$ cat config.mk
export PLATFORM = sky130hd
export DESIGN_NAME = whiten_sequencer_flat
export DESIGN_NICKNAME = d
export VERILOG_FILES = /design/src/rtl/whiten_sequencer_pkg.sv /design/src/rtl/whiten_sequencer_if.sv /design/src/rtl/whiten_sequencer_stage_watchdog.sv /design/src/rtl/whiten_sequencer.sv /design/src/flat_wrapper.sv
export SDC_FILE = /design/constraint.sdc
export NUM_CORES = 1
export LEC_CHECK = 0
export ABC_AREA = 1
export ABC_CLOCK_PERIOD_IN_PS = 3260
export CORE_UTILIZATION = 45
export DETAILED_ROUTE_END_ITERATION = 16
export PLACE_DENSITY = 0.63
export SYNTH_ARGS = -nofsm -noshare
export SYNTH_HDL_FRONTEND = slang
export SYNTH_SLANG_ARGS = --single-unit
export TNS_END_PERCENT = 5
$ cat constraint.sdc
create_clock -name clk_i -period 3.26 [get_ports clk_i]
set_input_delay 0.489 -clock clk_i [delete_from_list [all_inputs] [get_ports clk_i]]
set_output_delay 0.489 -clock clk_i [all_outputs]
set_load 0.02 [all_outputs]
$ cat src/rtl/whiten_sequencer_pkg.sv
// Shared types for the whitening-stage sequencer: FSM states and memory-owner codes.
package whiten_sequencer_pkg;

   typedef enum logic [2:0] {
      StIdle,
      StCov,
      StEvd,
      StWht,
      StDone,
      StFail
   } state_e;

   // Sample-memory read owner; also used to report which stage timed out.
   typedef logic [1:0] sel_t;

   localparam sel_t SelNone = 2'd0;
   localparam sel_t SelCov  = 2'd1;
   localparam sel_t SelEvd  = 2'd2;
   localparam sel_t SelWht  = 2'd3;

   // Memory owner implied by a state; only the three run stages own the memory.
   function automatic sel_t state_sel(state_e st);
      sel_t sel;
      case (st)
         StCov:   sel = SelCov;
         StEvd:   sel = SelEvd;
         StWht:   sel = SelWht;
         default: sel = SelNone;
      endcase
      return sel;
   endfunction

endpackage

$ cat src/rtl/whiten_sequencer_if.sv
// Host and sub-controller handshake bundle for the whitening sequencer.
interface whiten_sequencer_if;
   import whiten_sequencer_pkg::*;

   logic start;
   logic abort;
   logic cov_busy;
   logic evd_busy;
   logic wht_busy;
   logic cov_go;
   logic evd_go;
   logic wht_go;
   sel_t mem_sel;
   logic busy;
   logic done;
   logic err;
   sel_t err_stg;

   modport master (
      output start, abort, cov_busy, evd_busy, wht_busy,
      input  cov_go, evd_go, wht_go, mem_sel, busy, done, err, err_stg
   );

   modport slave (
      input  start, abort, cov_busy, evd_busy, wht_busy,
      output cov_go, evd_go, wht_go, mem_sel, busy, done, err, err_stg
   );

endinterface

$ cat src/rtl/whiten_sequencer_stage_watchdog.sv
// Per-stage watchdog shared by all stages: saturating cycle counter with a blanking
// window (busy ignored) and a timeout compare.
module whiten_sequencer_stage_watchdog #(
   parameter int unsigned BlankCyc = 2,
   parameter int unsigned TmoCyc   = 1024,
   parameter int unsigned CntW     = 11
) (
   input  logic clk_i,
   input  logic rst_ni,
   input  logic clr_i,
   input  logic busy_i,
   output logic done_ok_o,
   output logic tmo_o
);

   localparam logic [CntW-1:0] WdogMax = '1;
   localparam logic [CntW-1:0] Blank   = CntW'(BlankCyc);
   localparam logic [CntW-1:0] Tmo     = CntW'(TmoCyc);

   logic [CntW-1:0] wdog_q, wdog_d;

   // Clear on stage change, otherwise count up and hold at all-ones.
   always_comb begin
      wdog_d = wdog_q;
      if (clr_i) begin
         wdog_d = '0;
      end else if (wdog_q != WdogMax) begin
         wdog_d = wdog_q + CntW'(1);
      end
   end

   // Counter register.
   always_ff @(posedge clk_i or negedge rst_ni) begin
      if (!rst_ni) begin
         wdog_q <= '0;
      end else begin
         wdog_q <= wdog_d;
      end
   end

   // Busy is only trusted once the blanking window has elapsed.
   assign done_ok_o = (wdog_q >= Blank) && !busy_i;
   assign tmo_o     = (wdog_q == Tmo) && busy_i;

endmodule

$ cat src/rtl/whiten_sequencer.sv
// Whitening-stage sequencer: runs covariance, eigen-decomposition and whitening multiply
// in order, owns the sample-memory read select and reports DONE or a sticky timeout.
module whiten_sequencer #(
   parameter int unsigned BlankCyc = 2,
   parameter int unsigned TmoCyc   = 1024,
   parameter int unsigned CntW     = 11
) (
   input logic              clk_i,
   input logic              rst_ni,
   whiten_sequencer_if.slave bus_io
);
   import whiten_sequencer_pkg::*;

   state_e     state_q, state_d;
   logic       start_q;
   logic       rise;
   logic       stg_busy;
   logic       done_ok;
   logic       tmo;
   logic       wd_clr;
   logic [2:0] go_q, go_d;
   sel_t       sel_q, sel_d;
   logic       busy_q, busy_d;
   logic       done_q, done_d;
   logic       err_q, err_d;
   sel_t       err_stg_q, err_stg_d;

   assign rise   = bus_io.start & ~start_q;
   // Every state change restarts the watchdog, so each stage starts counting from zero.
   assign wd_clr = (state_d != state_q);

   // Route the active stage's busy to the shared watchdog.
   always_comb begin
      stg_busy = 1'b0;
      case (state_q)
         StCov:   stg_busy = bus_io.cov_busy;
         StEvd:   stg_busy = bus_io.evd_busy;
         StWht:   stg_busy = bus_io.wht_busy;
         default: stg_busy = 1'b0;
      endcase
   end

   whiten_sequencer_stage_watchdog #(
      .BlankCyc(BlankCyc),
      .TmoCyc  (TmoCyc),
      .CntW    (CntW)
   ) u_wdog (
      .clk_i    (clk_i),
      .rst_ni   (rst_ni),
      .clr_i    (wd_clr),
      .busy_i   (stg_busy),
      .done_ok_o(done_ok),
      .tmo_o    (tmo)
   );

   // State and start-edge registers.
   always_ff @(posedge clk_i or negedge rst_ni) begin
      if (!rst_ni) begin
         state_q <= StIdle;
         start_q <= 1'b0;
      end else begin
         state_q <= state_d;
         start_q <= bus_io.start;
      end
   end

   // Next state; abort beats everything, stage exit beats timeout.
   always_comb begin
      state_d = state_q;
      if (bus_io.abort) begin
         state_d = StIdle;
      end else begin
         case (state_q)
            StIdle: if (rise) state_d = StCov;
            StCov: begin
               if (done_ok)  state_d = StEvd;
               else if (tmo) state_d = StFail;
            end
            StEvd: begin
               if (done_ok)  state_d = StWht;
               else if (tmo) state_d = StFail;
            end
            StWht: begin
               if (done_ok)  state_d = StDone;
               else if (tmo) state_d = StFail;
            end
            StDone:  state_d = StIdle;
            StFail:  state_d = StIdle;
            default: state_d = StIdle;
         endcase
      end
   end

   // Outputs decoded from the next state so they register alongside it.
   always_comb begin
      go_d      = 3'b000;
      sel_d     = state_sel(state_d);
      busy_d    = 1'b0;
      done_d    = 1'b0;
      err_d     = err_q;
      err_stg_d = err_stg_q;
      case (state_d)
         StCov: begin
            go_d   = 3'b100;
            busy_d = 1'b1;
            // Launching a pass is the only thing that clears the sticky error.
            if (state_q != StCov) begin
               err_d     = 1'b0;
               err_stg_d = SelNone;
            end
         end
         // Earlier stages keep their GO high so their results stay held.
         StEvd: begin
            go_d   = 3'b110;
            busy_d = 1'b1;
         end
         StWht: begin
            go_d   = 3'b111;
            busy_d = 1'b1;
         end
         StDone: done_d = 1'b1;
         StFail: begin
            err_d     = 1'b1;
            err_stg_d = sel_q;
         end
         default: ;
      endcase
   end

   // Output registers.
   always_ff @(posedge clk_i or negedge rst_ni) begin
      if (!rst_ni) begin
         go_q      <= 3'b000;
         sel_q     <= SelNone;
         busy_q    <= 1'b0;
         done_q    <= 1'b0;
         err_q     <= 1'b0;
         err_stg_q <= SelNone;
      end else begin
         go_q      <= go_d;
         sel_q     <= sel_d;
         busy_q    <= busy_d;
         done_q    <= done_d;
         err_q     <= err_d;
         err_stg_q <= err_stg_d;
      end
   end

   assign bus_io.cov_go  = go_q[2];
   assign bus_io.evd_go  = go_q[1];
   assign bus_io.wht_go  = go_q[0];
   assign bus_io.mem_sel = sel_q;
   assign bus_io.busy    = busy_q;
   assign bus_io.done    = done_q;
   assign bus_io.err     = err_q;
   assign bus_io.err_stg = err_stg_q;

endmodule
$ cat src/flat_wrapper.sv
// flat-port wrapper written by rule: the top's interface ports become plain ports
module whiten_sequencer_flat import whiten_sequencer_pkg::*;
#(
   parameter int unsigned BlankCyc = 2,
   parameter int unsigned TmoCyc   = 1024,
   parameter int unsigned CntW     = 11
)
  (clk_i, rst_ni, bus_io_start, bus_io_abort, bus_io_cov_busy, bus_io_evd_busy, bus_io_wht_busy, bus_io_cov_go, bus_io_evd_go, bus_io_wht_go, bus_io_mem_sel, bus_io_busy, bus_io_done, bus_io_err, bus_io_err_stg);
  whiten_sequencer_if bus_io_i ();
  input logic clk_i;
  input logic rst_ni;
  input wire logic [$bits(bus_io_i.start)-1:0] bus_io_start;
  input wire logic [$bits(bus_io_i.abort)-1:0] bus_io_abort;
  input wire logic [$bits(bus_io_i.cov_busy)-1:0] bus_io_cov_busy;
  input wire logic [$bits(bus_io_i.evd_busy)-1:0] bus_io_evd_busy;
  input wire logic [$bits(bus_io_i.wht_busy)-1:0] bus_io_wht_busy;
  output wire logic [$bits(bus_io_i.cov_go)-1:0] bus_io_cov_go;
  output wire logic [$bits(bus_io_i.evd_go)-1:0] bus_io_evd_go;
  output wire logic [$bits(bus_io_i.wht_go)-1:0] bus_io_wht_go;
  output wire logic [$bits(bus_io_i.mem_sel)-1:0] bus_io_mem_sel;
  output wire logic [$bits(bus_io_i.busy)-1:0] bus_io_busy;
  output wire logic [$bits(bus_io_i.done)-1:0] bus_io_done;
  output wire logic [$bits(bus_io_i.err)-1:0] bus_io_err;
  output wire logic [$bits(bus_io_i.err_stg)-1:0] bus_io_err_stg;
  assign bus_io_i.start = bus_io_start;
  assign bus_io_i.abort = bus_io_abort;
  assign bus_io_i.cov_busy = bus_io_cov_busy;
  assign bus_io_i.evd_busy = bus_io_evd_busy;
  assign bus_io_i.wht_busy = bus_io_wht_busy;
  assign bus_io_cov_go = bus_io_i.cov_go;
  assign bus_io_evd_go = bus_io_i.evd_go;
  assign bus_io_wht_go = bus_io_i.wht_go;
  assign bus_io_mem_sel = bus_io_i.mem_sel;
  assign bus_io_busy = bus_io_i.busy;
  assign bus_io_done = bus_io_i.done;
  assign bus_io_err = bus_io_i.err;
  assign bus_io_err_stg = bus_io_i.err_stg;
  whiten_sequencer #(.BlankCyc(BlankCyc), .TmoCyc(TmoCyc), .CntW(CntW)) u_core (.clk_i(clk_i), .rst_ni(rst_ni), .bus_io(bus_io_i));
endmodule
### After elaboration in Yosys (flattened, before gate mapping)

Index checks and enable logic that the tools add are counted.

| operators by class | value |
|---|---|
| $add $sub $neg | 1 |
| multipliers | 0 |
| div/mod/pow operators | 0 |
| $lt $le $gt $ge | 1 |
| equal/unequal tests | 13 |
| shift operators | 0 |
| muxes and demuxes | 18 |
| bitwise logic cells | 2 |
| reduce and logical (&&, ||, !) cells | 8 |

Operator list:

| kind | number |
|---|---|
| 11-bit two-way mux | 2 |
| 3-bit two-way mux | 6 |
| 3-bit by 2-bit equality test with 1-bit output, second input constant | 4 |
| 3-bit one-hot mux with 4 select lines | 1 |
| 11-bit by 1-bit adder with 11-bit output, second input constant | 1 |
| 11-bit equality test, second input constant | 1 |
| 11-bit by 2-bit greater-or-equal comparator with 1-bit output, second input constant | 1 |
| 11-bit inequality test, second input constant | 1 |
| 3-bit one-hot mux with 3 select lines | 1 |
| 3-bit by 1-bit equality test with 1-bit output, second input constant | 2 |
| 3-bit equality test, second input constant | 2 |
| 2-bit one-hot mux with 3 select lines | 1 |
| 2-bit one-hot mux with 2 select lines | 1 |
| 2-bit nonzero test | 2 |
| 3-bit zero test | 1 |
| 1-bit two-way mux | 3 |
| 3-bit by 1-bit inequality test with 1-bit output, second input constant | 1 |
| 3-bit inequality test | 1 |
| 1-bit one-hot mux with 3 select lines | 1 |
| 3-bit OR reduction | 1 |
| 1-bit logical AND | 2 |
| 2-bit two-way mux | 1 |
| 2-bit by 1-bit inequality test with 1-bit output, second input constant | 1 |
| 1-bit one-hot mux with 2 select lines | 1 |
| 4 further kinds | 4 |

| storage, ports and cells | value |
|---|---|
| register bits | 25 |
| bits in latches | 0 |
| RAM bits | 0 |
| bits in read-only memories | 0 |
| bits of input ports | 7 |
| output and inout bits | 10 |
| logic and storage cells | 52 |
| memories kept | 0 |

### Longest topological paths before layout

Gate-level depths: netlist of run 1.

| logic depth | value |
|---|---|
| depth in word-level cells | 10 |
| depth in mapped cells | 16 |
| mapped depth without buffers | 15 |

### By module

From an unflattened synthesis of run 1, not the netlist that was laid out.

| unflattened totals | value |
|---|---|
| cells, all modules | 171 |
| area total of the unflattened synthesis | 1367.6 µm² |

Modules (own cells, without submodules):

| module | times used | cells each | area each (µm²) | sequential area each (µm²) |
|---|---|---|---|---|
| whiten_sequencer_stage_watchdog | 1 | 90 | 716.9 | 275.3 |
| whiten_sequencer | 1 | 81 | 650.6 | 300.3 |

### Worst setup path before layout of run 1

No wires, ideal clock.

| timing | value |
|---|---|
| path type | reg2reg |
| start | register u_core.u_wdog.wdog_q[0] |
| end | register u_core.u_wdog.wdog_q[3] |
| library setup time | 0.069 ns |
| arrival time | 1.718 ns |
| data required time | 3.191 ns |
| path slack | 1.473 ns |
| cell stages (with the launch flop) | 16 |
| path buffers | 1 |
| clock period less this slack | 1.787 ns |
| cell sequence | dfrtp_1 -> inv_1 -> ha_1 -> nand3b_1 -> nor2_1 -> nand2_1 -> nand2_2 -> nand2_1 -> nand2_1 -> nand3_4 -> nand2_1 -> nand2_1 -> nor2_2 -> nand2_2 -> buf_6 -> nor2_2 |

| between the ends | value |
|---|---|
| longest elaborated chain between the ends | 8 |
| elaborated cells between the ends (all ways) | 16 |
| those cells by class | add/sub: 1; order compare: 1; eq/ne: 3; mux: 8; reduce/logical: 3 |

Ends and longest elaborated chain:

| item | line | RTL |
|---|---|---|
| from (decl) | whiten_sequencer_stage_watchdog.sv:20 | `logic [CntW-1:0] wdog_q, wdog_d;` |
| from (signal assigned) | whiten_sequencer_stage_watchdog.sv:37 | `wdog_q <= wdog_d;` |
| parallel branches: the longest is 8 deep, another holds 11-bit by 2-bit greater-or-equal comparator with 1-bit output | n/a |  |

Several ways; the timed one is not identified. The select of a mux whose other input is x is not followed.
A chain may end at the register's enable or synchronous reset.

### Final worst setup path of run 1

| timing | value |
|---|---|
| start | register u_core.u_wdog.wdog_q[1] |
| end | register u_core.u_wdog.wdog_q[7] |

The elaborated chain is that of the path after synthesis.

==> results of run 1 <==
flip-flops by register name, indices dropped and copies added (netlist names):
register,flops
u_core.bus_io.busy,1
u_core.bus_io.done,1
u_core.bus_io.err,1
u_core.bus_io.err_stg,2
u_core.bus_io.mem_sel,1
u_core.go_q,3
u_core.start_q,1
u_core.state_q,3
u_core.u_wdog.wdog_q,11
cells by family after synthesis:
| group | count (synthesis) | share of synthesized area |
|---|---|---|
| buffers and inverters | 23 | 0.07390 |
| XOR/XNOR | 4 | 0.02619 |
| AND/OR/NAND/NOR | 101 | 0.3620 |
| adder cells (fa/ha/maj) | 3 | 0.02807 |
| flip-flops | 24 | 0.4490 |
| AO/OA/AOI/OAI | 11 | 0.06081 |
power by group:
part           internal [W]  switching (W)  total (W)
Clock             0.0000433      0.0000893   0.000133
Combinational      0.000161       0.000305   0.000466
Sequential         0.000347      0.0000407   0.000387
Total              0.000551       0.000435   0.000986
layout make-up:
cell class                 count  area share
multi-input combinational    119      0.4123
sequential                    24      0.3880
timing repair buffer          17      0.1083
inverter                      21     0.05174
tap                           31     0.02506
clock buffer                   3     0.01455
routing by layer:
metal,track usage,share of wire,vias up
met4,0.1010,0.029,0
met1,0.2808,0.47,521
met3,0.03687,0.057,9
met5,0,0,-
met2,0.3176,0.45,31
li1,-,-,561
stage by stage:
stage           power, W  utilization  instances  setup WS (ps)  hold WS [ps]
4_1_cts        0.0009951       0.5565        215           1066         490.7
5_1_grt         0.001073       0.5565        215          802.7         501.5
6_report       0.0009862       0.5565        215           1031         487.8
2_1_floorplan  0.0007505            -        166           1473         193.4
3_3_place_gp   0.0008459       0.5484        212          978.2         455.7
3_5_place_dp   0.0008563       0.5484        212          879.2         461.5
Yosys cell counts, drive strengths merged:
| cell type | count |
|---|---|
| nand2 | 46 |
| a21boi | 3 |
| nor2 | 31 |
| inv | 20 |
| xor2 | 4 |
| nand3 | 15 |
| a21oi | 2 |
| nand4 | 6 |
| nand3b | 1 |
| ha | 3 |
| clkinv | 1 |
| dfrtp | 24 |
| buf | 2 |
| nor3 | 2 |
| o21ai | 6 |
worst paths after layout:
path	from	endpoint	slack, ps	cells after the start
max	u_core.u_wdog.wdog_q[1]	u_core.u_wdog.wdog_q[7]	1030	11
min	u_core.bus_io.err	u_core.bus_io.err	490	2
max reg2reg	u_core.u_wdog.wdog_q[1]	u_core.u_wdog.wdog_q[7]	1030	11
min reg2reg	u_core.bus_io.err	u_core.bus_io.err	490	2
max in group asynchronous	rst_ni	u_core.bus_io.busy	2510	2
min in group asynchronous	rst_ni	u_core.u_wdog.wdog_q[10]	510	2
critical path, cell delays in order, from the launching register on:
cell,delay [ps]
dfrtp_1,420
ha_1,210
nand3_1,120
nor2_1,220
nand3_1,160
nor2_1,230
nand3_2,210
nand3_1,150
nor2_1,80
nand2_1,80
xor2_1,180
nor2_2,50
==> flow_summary.yaml, run 1 <==
finish:
  area_delta_synth_final_pct: 15.72
  multi_input_area_sq_um: 638.1
  antennaDiodeCount: 0
  n_fill_cell: 262
  design_area_sq_um: 1548
  layout-drive-gt1-share: 0.1630
  final_cell_mix: "nand2_1 (41), dfrtp_1 (24), nor2_1 (19)"
  seqCellArea_sq_um: 600.6
  finalNetCount: 196
  final_common_cell: "nand2_1"
place:
  gp_congestion: 0.8086
  placed_area_sq_um: 1525
  portBuffers: 16
  dpl.hpwl_mm: 2.145
routing:
  wl_per_cell_um: 13.44
  ant_nets: 0
  finalWirelength_mm: 2.890
  drt_iter0_drc: 44
  viasPerCell: 5.219
  first_pass_iters: 4
  num_vias: 1122
  drc: 0
die:
  die_y_um: 56.52
  coreArea_sq_um: 2781
  die_area_sq_um: 3195
  initial_utilization: 0.4809
  fp-row-count: 19
  die_x_um: 56.52
  pin_count: 17
timing:
  fin_worst_skew_ps: 2.951
  min_period_over_period: 0.6836
  worst_pin_slew_ps: 321.5
  min_period_ps: 2229
  final_hold_viol_count: 0
  drv_slew: 0
  rsz0062_at_grt: "no"
  setup_tns_ps: 0
  finalSetupViolCount: 0
  fmax_mhz: 448.7
  relSlewSlack: 0.7840
power_and_ir_drop:
  total_leakage_power_nw: 0.7619
  power.density_nw_per_um2: 637.2
  ir_worst_vdd_mv: 0.4412
global_routing:
  grt_max_degree: 25
  grt_pass1_vias: 1113
  track_usage: 0.2066
  grt_overflow: 0
  grt_pass1_wl_mm: 4.988
  antenna_found_initial: 0
synthesis:
  yosys_warnings: 0
  yosysSeqAreaShare: 0.4490
  synth_area_leader_cell: "dfrtp_1"
  yosys_register_bits: 24
  synth_area_leaders: "dfrtp_1 (45%), nand2_1 (12%), nor2_2 (5.6%)"
  synth_area_sq_um: 1338
  syn_avg_cell_area_sq_um: 8.057
  synth_fp_nets: 176
  synth_top_area_share: 0.4490
  synth_cell_types: 25
  netlist_instances: 166
critical_path:
  setup.worst_path.start_class: "register"
  path_max_fanout: 8
  worstPathRequired_ps: 3480
  setup.worst_path.class: "reg -> reg"
  worst_setup_path_end_kind: "register"
  cp_data_arrival_time_ps: 2450
cts:
  numCtsBuffers: 3
  postCtsSetupBuffers: 0
  cts_tree: "done"
  clkSinkCount: 24
  path_clk_slew_ps: 130
  cts.hold.buffers_added: 0
  cts_root_buf: "clkbuf_4"
  cts_htree_levels: 1
  clk_latency_ps: 320
  cts_buffer_depth: 2
  cts_resized: 0
job:
  maxCapViolations: 0
run_status:
  outcome: "finished clean"
min_path:
  hold_class: "reg -> reg"
Power figures use the tool's default switching activity.
==> run 2: changes to the inputs <==
ABC_CLOCK_PERIOD_IN_PS = 2200   (was 3260)
clock period = 2.2 ns   (was 3.26 ns; I/O delays follow)
==> flow_summary.yaml, run 2 (synthesis results as in run 1) <==
global_routing:
  grt_max_degree: 25
  antenna_found_initial: 0
  track_usage: 0.1807
  busiest_layer: "met1"
  grt_util_met1: 0.2771
  grtUsageMet2: 0.2504
  grt_pass1_wl_mm: 4.505
  grt_overflow: 0
  grt_pass1_vias: 1049
  met3_usage: 0.02765
timing:
  rsz0062_at_grt: "no"
  worst_slack_ps: 242.2
  final_hold_viol_count: 0
  worst_pin_slew_ps: 318.7
  fin_worst_skew_ps: 9.745
  fmax_mhz: 510.8
  relSlewSlack: 0.7859
  setup_tns_ps: 0
  drv_slew: 0
  min_period_ps: 1958
  finalSetupViolCount: 0
  min_period_over_period: 0.8899
finish:
  area_delta_synth_final_pct: 18.99
  final_common_cell: "nand2_1"
  largest_reg_flops: 11
  antennaDiodeCount: 0
  final_cell_mix: "nand2_1 (41), dfrtp_1 (24), inv_1 (18), nor2_1 (18), clkdlybuf4s50_1 (16)"
  largest-register: "u_core.u_wdog.wdog_q"
  largestRegisters: "u_core.u_wdog.wdog_q x11, u_core.go_q x3, u_core.state_q x3"
  layout-drive-gt1-share: 0.1862
  finalNetCount: 199
power_and_ir_drop:
  power.density_nw_per_um2: 945.5
  ir_worst_vdd_mv: 0.6707
  total_leakage_power_nw: 0.7835
cts:
  clk_latency_ps: 310
  cts_root_buf: "clkbuf_4"
  path_clk_slew_ps: 130
  cts_tree: "done"
  cts_buffer_depth: 2
  clkSinkCount: 24
  numCtsBuffers: 3
  cts.hold.buffers_added: 0
  cts_htree_levels: 1
routing:
  first_pass_iters: 4
  wl_per_cell_um: 11.68
  viasPerCell: 4.954
  drc: 0
  drt_iter0_drc: 49
  num_vias: 1085
  finalWirelength_mm: 2.559
  ant_nets: 0
critical_path:
  crit_slowest_cell: "dfrtp_1"
  path_buf_inv: 1
  critPathTopFamily: "simple AND/OR/NAND/NOR gates"
  path_max_fanout: 11
  setup.worst_path.class: "reg -> reg"
  reg2reg_slack_ps: 240
  worst_setup_path_end_kind: "register"
  worstPathCellList: "inv_1, ha_1, nand3b_1, nor2_1, nand2_1, nand2_2, nand2_1, nand2_1, nand3_4, nand2_1, nand2_1, nor2_2, nand2_4, nor2_2"
  critical-path-max-stage-delay_ps: 370
  critPathMostFrequentCell: "nand2_1"
  startpoint: "u_core.u_wdog.wdog_q[0]"
  worstPathRequired_ps: 2440
  cp_data_arrival_time_ps: 2200
  r2r-start: "u_core.u_wdog.wdog_q[0]"
  setup.worst_path.start_class: "register"
die:
  die_x_um: 56.52
  die_y_um: 56.52
  initial_utilization: 0.4809
  pin_count: 17
  coreArea_sq_um: 2781
  die_area_sq_um: 3195
  fp-row-count: 19
place:
  gp_congestion: 0.8428
  portBuffers: 16
  place_ws_ps: 112.3
  dpl.hpwl_mm: 1.922
job:
  maxCapViolations: 0
run_status:
  outcome: "finished clean"
min_path:
  hold_class: "in -> async"
[run 2: stage by stage]
step,std cells,utilization,total power (W),cell area [sq um],hold WS (ps)
after floorplan,166,-,0.001112,1338,34.41
after global placement,215,0.5565,0.001264,1548,455.9
after detailed placement,215,0.5565,0.001270,1548,457.1
after CTS,219,0.5695,0.001507,1584,367.7
after global routing,219,0.5722,0.001638,1592,372.4
final,219,0.5722,0.001505,1592,364.3
[run 2: worst register-to-register path: cells and delay by family, from the launching register on]
family	cells	cell delay [ps]
DFF	1	370
adders and majority gates	1	210
buffers and inverters	1	90
and+or+nand+nor	12	1240
[run 2: per-layer routing]
layer | wire length [um] | part of all wire
met5 | 0 | 0
met4 | 34 | 0.013
met3 | 75 | 0.029
met2 | 1070 | 0.42
met1 | 1379 | 0.54
[run 2: cell type report]
cell class	instances	area (sq um)
Sequential cell	24	600.6
Tap cell	31	38.79
Clock buffer	4	36.28
Fill cell	255	1190
Timing Repair Buffer	20	190.2
Inverter	21	80.08
Multi-Input combinational cell	119	645.6
[run 2: timing repair]
action	in CTS	in global routing
buffers inserted	0	0
endpoints found under the hold margin	0	0
gates resized for setup	0	2
endpoints found under the setup margin	0	11
[run 2: path summary, 6_finish.rpt]
| path | to | cells after the start |
|---|---|---|
| max | u_core.u_wdog.wdog_q[4] | 14 |
| min | u_core.start_q | 2 |
| max reg2reg | u_core.u_wdog.wdog_q[4] | 14 |
| min reg2reg | u_core.bus_io.err | 2 |
| max in group asynchronous | u_core.u_wdog.wdog_q[7] | 2 |
| min in group clk_i | u_core.start_q | 1 |
[run 2: where the power goes]
part | switching [W] | leakage, nW | internal [W]
Clock | 0.000128 | 0.0210 | 0.000101
Combinational | 0.000451 | 0.437 | 0.000252
Sequential | 0.0000594 | 0.326 | 0.000514
Total | 0.000638 | 0.784 | 0.000867
==> variant (settings of run 1) <==
Re-encode `state_e` (6 states) as one-hot, 6 bits wide.
--- a/src/rtl/whiten_sequencer_pkg.sv
+++ b/src/rtl/whiten_sequencer_pkg.sv
@@ -1,13 +1,13 @@
 // Shared types for the whitening-stage sequencer: FSM states and memory-owner codes.
 package whiten_sequencer_pkg;
 
-   typedef enum logic [2:0] {
-      StIdle,
-      StCov,
-      StEvd,
-      StWht,
-      StDone,
-      StFail
+   typedef enum logic [5:0] {
+      StIdle = 6'b000001,
+      StCov  = 6'b000010,
+      StEvd  = 6'b000100,
+      StWht  = 6'b001000,
+      StDone = 6'b010000,
+      StFail = 6'b100000
    } state_e;
 
    // Sample-memory read owner; also used to report which stage timed out.
Function: same outputs for any inputs over 10 cycles, from zero or initial values and one cycle with rst_ni low; not proved beyond that.
==> variant against run 1 <==
Synthesized cell count is 11% higher; sequential cell count up 3; worst setup slack better by 0.040 ns; utilization increased by 0.13 points; wire length is 1.6% lower; via count up 8.2%; area after synthesis increased by 10%; hold slack improved by 0.011 ns; final cell count is 15% higher; cell area up 11%; total power shrank 20%.
==> variant: results <==
[layout]
drive_gt1_frac = 0.152
fill_cells = 284
nets = 215
top_regs = "u_core.u_wdog.wdog_q x11, u_core.state_q x6, u_core.go_q x3"

[timing]
worst_pin_slew_ns = 0.546
fin_skew_ns = 0.00740

[synth]
synth_fa_ha_area_frac = 0.0254
seq_area_frac_synth = 0.459
yosys-top-cells-area = "dfrtp_1 (44%), nand2_1 (9.4%), inv_1 (6.4%)"
synth_common_cells = "nand2_1 (37), dfrtp_1 (26), inv_1 (25)"
async_flop_share = 1.00
ys_warn_count = 0
synth-compound-area-share = 0.0611
synth_nets = 194
yosysUniqueCellTypes = 25
synth_xor_area_frac = 0.0178

[routing]
wl_per_cell_um = 11.5
met1_length_mm = 1.24
drt_first_pass_iters = 4
drt_iter0_drc = 74
met3_length_um = 78
top_layer = "met4"
routed_via_density = 4.90
wl_met2_mm = 1.51

[clock_tree]
cts_buffers = 3
clkSlewWorstSetupHoldPaths_ns = 0.14
cts-root-buf = "clkbuf_4"
worstSkewPairLatency_ns = 0.32
clockBufferDepth = 2
post-cts-setup-buffers = 0

[placement]
portBuffers = 16
gp_congestion = 0.896
hpwl_mm = 2.22

[global_routing]
use_met1 = 0.216
track_usage = 0.184
grt.met2_usage = 0.331
grt_pass1_wl_mm = 4.90
met3_usage = 0.0218
grt_max_degree = 28
antenna_found_initial = 0
grt_pass1_vias = 1238

[power]
leakage_uw = 0.000855
peakVddDrop_uv = 166
p_clk_uw = 147
p_switching_uw = 288
comb_power_uw = 252

[critical_path]
path_delay_family = "simple AND/OR/NAND/NOR gates"
cp.arrival_ns = 2.45
critPathMaxFanout = 11
slowest_delay_ns = 0.43
cp_slowest_cell = "dfrtp_1"

[hold_path]
hp-class = "reg2reg"

[status]
status = "finished, final reports clean"

[job]
cap_violations = 0
-- variant: cell count changes after synthesis, moves of 3 or more --
cell,run 1,this run
inv_1,18,25
nand2_1,41,37
nand3_1,13,10
nand4_1,6,9
nor2_2,12,15
nor3_1,1,9
-- variant: metrics by stage --
stage	instance area [um^2]	power, uW	utilization	cells	worst slack, ns
final	1720	789	0.558	248	1.07
after CTS	1720	800	0.558	248	1.01
after global placement	1690	643	0.548	244	0.968
after floorplan	1480	583	-	184	1.43
after detailed placement	1690	652	0.548	244	0.905
after global routing	1720	858	0.558	248	0.851
-- variant: final timing paths --
check	from	to	slack (ns)	cells after the start
max in group asynchronous	rst_ni	u_core.state_q[0]$_DFF_PN1_	2.45	2
hold / removal	u_core.bus_io.err$_DFFE_PN0P_	u_core.bus_io.err$_DFFE_PN0P_	0.50	2
min in group asynchronous	rst_ni	u_core.u_wdog.wdog_q[2]$_DFFE_PN0P_	0.51	2
hold reg to reg	u_core.bus_io.err$_DFFE_PN0P_	u_core.bus_io.err$_DFFE_PN0P_	0.50	2
setup / recovery	u_core.u_wdog.wdog_q[0]$_DFFE_PN0P_	u_core.u_wdog.wdog_q[0]$_DFFE_PN0P_	1.07	15
setup reg to reg	u_core.u_wdog.wdog_q[0]$_DFFE_PN0P_	u_core.u_wdog.wdog_q[0]$_DFFE_PN0P_	1.07	15
-- variant: area by class of cell --
type                    count  share of cell area
multi-input cells         128               0.395
flip-flops and latches     27               0.394
repair buffers             18               0.102
inverters                  27              0.0590
well taps                  44              0.0321
clock buffers               3              0.0131
clock inverters             1             0.00437
-- variant: kinds of logic after synthesis --
kind of cell / count (synthesis)
DFF: 27
and+or+nand+nor: 107
adders and majority gates: 3
AOI/OAI and AO/OA: 15
xor gates and xnor gates: 3
buffers and inverters: 29
